### src/rtl/hh_counter24_if.sv
// rtl/hh_counter24_if.sv - hour counter strobe/select inputs and BCD hour outputs
interface hh_counter24_if;
    logic       up_clock24;
    logic       up_alarm24;
    logic       clock_alarm;
    logic [1:0] clk_hh_tens;
    logic [3:0] clk_hh_units;
    logic [1:0] alm_hh_tens;
    logic [3:0] alm_hh_units;
    logic [1:0] disp_hh_tens;
    logic [3:0] disp_hh_units;
    logic       day_carry;
    logic       hh_match;

    modport master (
        output up_clock24, up_alarm24, clock_alarm,
        input  clk_hh_tens, clk_hh_units, alm_hh_tens, alm_hh_units,
        input  disp_hh_tens, disp_hh_units, day_carry, hh_match
    );

    modport slave (
        input  up_clock24, up_alarm24, clock_alarm,
        output clk_hh_tens, clk_hh_units, alm_hh_tens, alm_hh_units,
        output disp_hh_tens, disp_hh_units, day_carry, hh_match
    );
endinterface

### src/rtl/hh_counter24.sv
// rtl/hh_counter24.sv - clock and alarm BCD hour registers counting mod 24
module hh_counter24 #(
    parameter int RESET_CLOCK_HH = 0,
    parameter int RESET_ALARM_HH = 7
) (
    input  logic           ck,
    input  logic           reset,
    hh_counter24_if.slave  bus
);

    // Reset hours are only meaningful as legal 00..23 values.
    if (RESET_CLOCK_HH < 0 || RESET_CLOCK_HH > 23) begin : g_bad_clock_hh
        $error("hh_counter24: RESET_CLOCK_HH out of range 0..23");
    end
    if (RESET_ALARM_HH < 0 || RESET_ALARM_HH > 23) begin : g_bad_alarm_hh
        $error("hh_counter24: RESET_ALARM_HH out of range 0..23");
    end

    localparam logic [1:0] CLK_RST_TENS  = 2'(RESET_CLOCK_HH / 10);
    localparam logic [3:0] CLK_RST_UNITS = 4'(RESET_CLOCK_HH % 10);
    localparam logic [1:0] ALM_RST_TENS  = 2'(RESET_ALARM_HH / 10);
    localparam logic [3:0] ALM_RST_UNITS = 4'(RESET_ALARM_HH % 10);

    logic [1:0] clk_tens_q, alm_tens_q;
    logic [3:0] clk_units_q, alm_units_q;
    logic       day_carry_q;
    logic [5:0] clk_next, alm_next;
    logic       clk_at_23;

    // Next BCD hour after {tens, units}; anything illegal collapses to 00.
    function automatic logic [5:0] bcd_hh_inc(input logic [1:0] tens, input logic [3:0] units);
        logic [5:0] nxt;
        nxt = 6'd0;
        if (tens == 2'd2 && units == 4'd3) begin
            nxt = 6'd0;
        end else if (tens == 2'd2 && units < 4'd3) begin
            nxt = {tens, units + 4'd1};
        end else if (tens < 2'd2 && units < 4'd9) begin
            nxt = {tens, units + 4'd1};
        end else if (tens < 2'd2 && units == 4'd9) begin
            nxt = {tens + 2'd1, 4'd0};
        end else begin
            nxt = 6'd0;
        end
        return nxt;
    endfunction

    // Increment candidates and the 23 detect used for the day rollover.
    always_comb begin
        clk_next  = bcd_hh_inc(clk_tens_q, clk_units_q);
        alm_next  = bcd_hh_inc(alm_tens_q, alm_units_q);
        clk_at_23 = (clk_tens_q == 2'd2) && (clk_units_q == 4'd3);
    end

    // Clock hour register and the day-rollover pulse it produces.
    always_ff @(posedge ck or posedge reset) begin
        if (reset) begin
            clk_tens_q  <= CLK_RST_TENS;
            clk_units_q <= CLK_RST_UNITS;
            day_carry_q <= 1'b0;
        end else begin
            day_carry_q <= bus.up_clock24 && clk_at_23;
            if (bus.up_clock24) begin
                {clk_tens_q, clk_units_q} <= clk_next;
            end
        end
    end

    // Alarm hour register; its wrap never touches day_carry.
    always_ff @(posedge ck or posedge reset) begin
        if (reset) begin
            alm_tens_q  <= ALM_RST_TENS;
            alm_units_q <= ALM_RST_UNITS;
        end else if (bus.up_alarm24) begin
            {alm_tens_q, alm_units_q} <= alm_next;
        end
    end

    // Output digits, display select and the hour-match flag for the comparator.
    always_comb begin
        bus.clk_hh_tens   = clk_tens_q;
        bus.clk_hh_units  = clk_units_q;
        bus.alm_hh_tens   = alm_tens_q;
        bus.alm_hh_units  = alm_units_q;
        bus.disp_hh_tens  = bus.clock_alarm ? clk_tens_q  : alm_tens_q;
        bus.disp_hh_units = bus.clock_alarm ? clk_units_q : alm_units_q;
        bus.day_carry     = day_carry_q;
        bus.hh_match      = (clk_tens_q == alm_tens_q) && (clk_units_q == alm_units_q);
    end

endmodule

### src/flat_wrapper.sv
// flat-port wrapper written by rule: the top's interface ports become plain ports
module hh_counter24_flat 
#(
    parameter int RESET_CLOCK_HH = 0,
    parameter int RESET_ALARM_HH = 7
)
  (ck, reset, bus_up_clock24, bus_up_alarm24, bus_clock_alarm, bus_clk_hh_tens, bus_clk_hh_units, bus_alm_hh_tens, bus_alm_hh_units, bus_disp_hh_tens, bus_disp_hh_units, bus_day_carry, bus_hh_match);
  hh_counter24_if bus_i ();
  input  logic ck;
  input  logic reset;
  input wire logic [$bits(bus_i.up_clock24)-1:0] bus_up_clock24;
  input wire logic [$bits(bus_i.up_alarm24)-1:0] bus_up_alarm24;
  input wire logic [$bits(bus_i.clock_alarm)-1:0] bus_clock_alarm;
  output wire logic [$bits(bus_i.clk_hh_tens)-1:0] bus_clk_hh_tens;
  output wire logic [$bits(bus_i.clk_hh_units)-1:0] bus_clk_hh_units;
  output wire logic [$bits(bus_i.alm_hh_tens)-1:0] bus_alm_hh_tens;
  output wire logic [$bits(bus_i.alm_hh_units)-1:0] bus_alm_hh_units;
  output wire logic [$bits(bus_i.disp_hh_tens)-1:0] bus_disp_hh_tens;
  output wire logic [$bits(bus_i.disp_hh_units)-1:0] bus_disp_hh_units;
  output wire logic [$bits(bus_i.day_carry)-1:0] bus_day_carry;
  output wire logic [$bits(bus_i.hh_match)-1:0] bus_hh_match;
  assign bus_i.up_clock24 = bus_up_clock24;
  assign bus_i.up_alarm24 = bus_up_alarm24;
  assign bus_i.clock_alarm = bus_clock_alarm;
  assign bus_clk_hh_tens = bus_i.clk_hh_tens;
  assign bus_clk_hh_units = bus_i.clk_hh_units;
  assign bus_alm_hh_tens = bus_i.alm_hh_tens;
  assign bus_alm_hh_units = bus_i.alm_hh_units;
  assign bus_disp_hh_tens = bus_i.disp_hh_tens;
  assign bus_disp_hh_units = bus_i.disp_hh_units;
  assign bus_day_carry = bus_i.day_carry;
  assign bus_hh_match = bus_i.hh_match;
  hh_counter24 #(.RESET_CLOCK_HH(RESET_CLOCK_HH), .RESET_ALARM_HH(RESET_ALARM_HH)) u_core (.ck(ck), .reset(reset), .bus(bus_i));
endmodule
### config.mk
export PLATFORM = sky130hd
export DESIGN_NAME = hh_counter24_flat
export DESIGN_NICKNAME = d
export VERILOG_FILES = /design/src/rtl/hh_counter24_if.sv /design/src/rtl/hh_counter24.sv /design/src/flat_wrapper.sv
export SDC_FILE = /design/constraint.sdc
export NUM_CORES = 1
export LEC_CHECK = 0
export CAP_MARGIN = 20
export CORE_UTILIZATION = 41
export CTS_CLUSTER_SIZE = 16
export DETAILED_ROUTE_END_ITERATION = 16
export GPL_ROUTABILITY_DRIVEN = 0
export PLACE_DENSITY = 0.74
export SLEW_MARGIN = 20
export SYNTH_ARGS = -nofsm -noshare
export SYNTH_HDL_FRONTEND = slang
export SYNTH_SLANG_ARGS = --single-unit
### constraint.sdc
create_clock -name ck -period 2.13 [get_ports ck]
set_input_delay 0.639 -clock ck [delete_from_list [all_inputs] [get_ports ck]]
set_output_delay 0.639 -clock ck [all_outputs]
set_load 0.01 [all_outputs]
Word level (Yosys, flattened, before mapping)
Index checks and enable logic that the tools add are counted.
Widths: inputs -> output; s select.
- bits in registers: 13
- bits in latches: 0
- memory bits (writable): 0
- bits in read-only memories: 0
- output and inout bits: 20
- word-level logic and storage cells: 49
- memories kept: 0
- add/sub/neg operators: 4
- multipliers: 0
- div/mod/pow operators: 0
- $lt $le $gt $ge: 6
- equality and inequality tests: 12
- shift-type cells: 0
- multiplexer cells: 10
- bitwise operators: 0
- reduce and logical (&&, ||, !) cells: 12
- operators by type and width (cell ; number):
    $mux 6 ; 8
    $logic_and 1x1->1 ; 10
    $add 4x1->4 const B ; 2
    $eq 4x2->1 const B ; 2
    $eq 4x4->1 const B ; 2
    $lt 4x2->1 const B ; 2
    $lt 4x4->1 const B ; 2
    $ne 2x1->1 const B ; 4
    $reduce_and 3->1 ; 2
    $add 2x1->2 const B ; 2
    $eq 2x2->1 const B ; 2
    $eq 4x4->1 ; 1
    $lt 2x2->1 const B ; 2
    $mux 4 ; 1
    $eq 2x2->1 ; 1
    $mux 2 ; 1

Longest topological paths before layout
- depth in word-level cells: 6
- mapped depth: 6
- gate-level depth less buffers: 6

Worst setup path before layout
No wires, ideal clock.
- kind: in2out
- start point: input bus_clock_alarm
- end point: output bus_disp_hh_units[2]
- arrival time: 1.272 ns
- required time: 1.491 ns
- setup slack: 0.219 ns
- stages: 2
- path buffers: 1
- path through: clkbuf_1 > mux2_2
- cells in the longest elaborated chain, start to end: 1
- ends and longest elaborated chain (item ; RTL line ; source):
    start: declaration ; flat_wrapper.sv:13 ; input wire logic [$bits(bus_i.clock_alarm)-1:0] bus_clock_alarm;
    $mux 4 ; hh_counter24.sv:86 ; bus.disp_hh_units = bus.clock_alarm ? clk_units_q : alm_units_q;
    end: declaration ; flat_wrapper.sv:19 ; output wire logic [$bits(bus_i.disp_hh_units)-1:0] bus_disp_hh_units;
No other way between the ends.

Final worst setup path
- start point: register u_core.clk_units_q[2] (netlist: u_core.bus.clk_hh_units[2])
- end point: output bus_disp_hh_units[2]
- cells in the longest elaborated chain, start to end: 1
- ends and longest elaborated chain (item ; RTL line ; source):
    start: declaration ; hh_counter24.sv:25 ; logic [3:0] clk_units_q, alm_units_q;
    start signal: assignment ; hh_counter24.sv:64 ; {clk_tens_q, clk_units_q} <= clk_next;
    $mux 4 ; hh_counter24.sv:86 ;
No other way between the ends.

==> results.yml <==
drt:
  wirelength_um: 2450
  drt_iter0_markers: 14
  vias: 960
  ant_nets: 0
  wire_per_inst_um: 13.9
  drc: 0
  via_per_inst: 5.45
  firstDrtPassIters: 4
setup_path:
  crit_fanout: 9
  r2r_cells: 6
  cp.arrival_ns: 1.42
  crit_type: "reg2out"
  rrSetupSlack_ns: 0.40
  setup.worst_path.end: "bus_disp_hh_units[2]"
  reg2reg_to: "u_core.bus.clk_hh_units[0]"
  startpoint_type: "flop"
  r2r-start: "u_core.bus.clk_hh_units[0]"
  endpoint_kind: "primary output"
  required_ns: 1.49
  crit_start: "u_core.bus.clk_hh_units[2]"
clock_network:
  clockRootBuffer: "clkbuf_4"
  clk_pin_slew_ns: 0.09
  cts_hold_buf: 0
  postCtsSetupRepairBufs: 0
  htreeDepth: 1
  clk_latency_ns: 0.28
  cts_tree: "yes"
  numCtsBuffers: 3
  cts_sinks: 13
  cts_buffer_depth: 2
floorplan:
  initial_core_util_pct: 44.6
  fp.dieW_um: 51.8
  rows: 17
  die_h_um: 51.8
  ioPinCount: 25
  die_area_um2: 2680
  fp.coreArea_um2: 2280
logic_synthesis:
  synthFlopType: "dfrtp_1"
  synth-seq-cells: 13
  synth_top_cell_by_area: "dfrtp_1"
  syn-num-nets: 128
  synth_commonest_cells: "nand2_1 (11), dfrtp_1 (10), inv_1 (9), o21ai_0 (9), ha_1 (8)"
  syn_inst: 115
  synth.area.top_cells: "dfrtp_1 (25%), ha_1 (9.9%), dfstp_2 (7.8%), o21ai_0 (4.4%), xnor2_1 (4.3%)"
  synth-async-reset-ratio_pct: 100
  yosysTopAreaCellShare_pct: 24.7
  synth-seq-area-share_pct: 32.4
  syn_area_um2: 1010
  yosys.cell_count.top_type: "nand2_1"
  yosysUniqueCellTypes: 41
  synth_edf_count: 0
  yosysWarningCount: 0
  avgSynthCellArea_um2: 8.82
global_route:
  grt_max_degree: 14
  grt_pass1_wl_um: 4030
  grt_pass1_vias: 932
  grtUsageTotal_pct: 20.5
  grt_overflow_total: 0
  antenna_found_initial: 0
finish:
  finalNetCount: 162
  nFillCells: 191
  antennaDiodeCount: 0
  area_growth_pct: 32.9
  layout-drive-gt1-share_pct: 20.9
placement:
  portBuffers: 24
  dp_slack_ns: -0.693
  dpl.hpwl_um: 1880
timing:
  whs_ns: 0.586
  slew_headroom_pct: 65.2
  slew_viol_final: 0
  finalHoldViolCount: 0
  fin_worst_skew_ns: 0.000364
  rsz0062_at_grt: "false"
  tightest_slew_ns: 0.522
  clock.fmax_mhz: 486
  min_period_ns: 2.06
  fin_crit_sh_pct: 96.6
  setup_violations: 0
  worst_slack_ns: 0.0717
min_path:
  min_delay_path_depth: 2
  hp-class: "reg2reg"
power:
  powerDensity_nw_per_um2: 1320
  leakage_nw: 0.628
  ir_drop_v: 0.000687
run:
  cap_violations: 0
status:
  status: "finished clean"
## worst max-delay path: stages (launching register included)
cell,delay [ns]
dfrtp_1,0.41
buf_4,0.18
mux2_2,0.27
dlygate4sd2_1,0.28
## metal layers
layer	wire length [um]	GRT usage (%)	up-vias
met3	103	2.92	2
met2	1190	33.5	31
met1	1130	26.9	454
li1	-	-	473
met4	25	8.56	0
met5	0	0	-
## power by group
group | internal [mW] | switching [mW] | total (mW)
registers | 0.360 | 0.0749 | 0.435
logic | 0.578 | 0.605 | 1.18
clock network | 0.0726 | 0.0852 | 0.158
total | 1.01 | 0.765 | 1.78
## timing repair
action,4_1_cts,5_1_grt
resized for setup,18,7
hold endpoints to repair,0,0
endpoints found under the setup margin,9,3
## area by class of cell
cell class                      instances  area, um^2  share of cell area, %
Clock buffer                            4        26.3                   1.95
Inverter                               10        37.5                   2.78
Multi-Input combinational cell         84         608                   45.1
Sequential cell                        13         329                   24.4
Tap cell                               28        35.0                   2.60
Timing Repair Buffer                   37         313                   23.2
## worst min-delay path by stage
stage / end / slack, ns / from
2_1_floorplan: u_core.bus.alm_hh_tens[0] / 0.51 / reset
3_3_place_gp: u_core.bus.alm_hh_units[1] / 0.57 / u_core.bus.alm_hh_units[1]
3_5_place_dp: u_core.bus.alm_hh_units[1] / 0.58 / u_core.bus.alm_hh_units[1]
4_1_cts: u_core.bus.alm_hh_units[1] / 0.59 / u_core.bus.alm_hh_units[1]
5_1_grt: u_core.bus.alm_hh_units[1] / 0.64 / u_core.bus.alm_hh_units[1]
6_report: u_core.bus.alm_hh_units[1] / 0.59 / u_core.bus.alm_hh_units[1]
## flip-flops by register name (all words and copies together) (netlist names)
register	cells
u_core.bus.alm_hh_units	4
u_core.bus.alm_hh_tens	2
u_core.bus.day_carry	1
u_core.bus.clk_hh_units	4
u_core.bus.clk_hh_tens	2
## per-stage QoR
stage	TNS, ns	area [um^2]	power (mW)	util (%)	std cells
floorplan	0	1010	1.14	-	115
global placement	-3.48	1340	1.64	59.0	172
detailed placement	-3.80	1340	1.67	59.0	172
CTS	0	1360	1.79	59.9	176
global route	0	1350	1.92	59.3	176
finish	0	1350	1.78	59.3	176
## cells in the final DEF, fill, tap and decap left out, types with 4 or more instances in the layout
master,instances
o21ai_0,9
nand2_1,11
buf_4,14
dlygate4sd2_1,6
xnor2_1,5
nor2_1,4
dfrtp_1,10
clkdlybuf4s50_1,14
ha_1,8
nand3b_1,4
inv_1,9
## cell families (layout without fill, tap and decap cells)
| kind of cell | after synthesis | in the layout | share of synthesized area (%) |
|---|---|---|---|
| AOI/OAI and AO/OA | 28 | 28 | 19.1 |
| xor gates and xnor gates | 7 | 7 | 6.04 |
| adders and majority gates | 8 | 8 | 9.86 |
| buffers and inverters | 18 | 51 | 8.14 |
| DFF | 13 | 13 | 32.4 |
| muxes | 4 | 4 | 4.19 |
| and+or+nand+nor | 37 | 37 | 20.2 |
No activity file was read; power rests on OpenSTA's default activity.
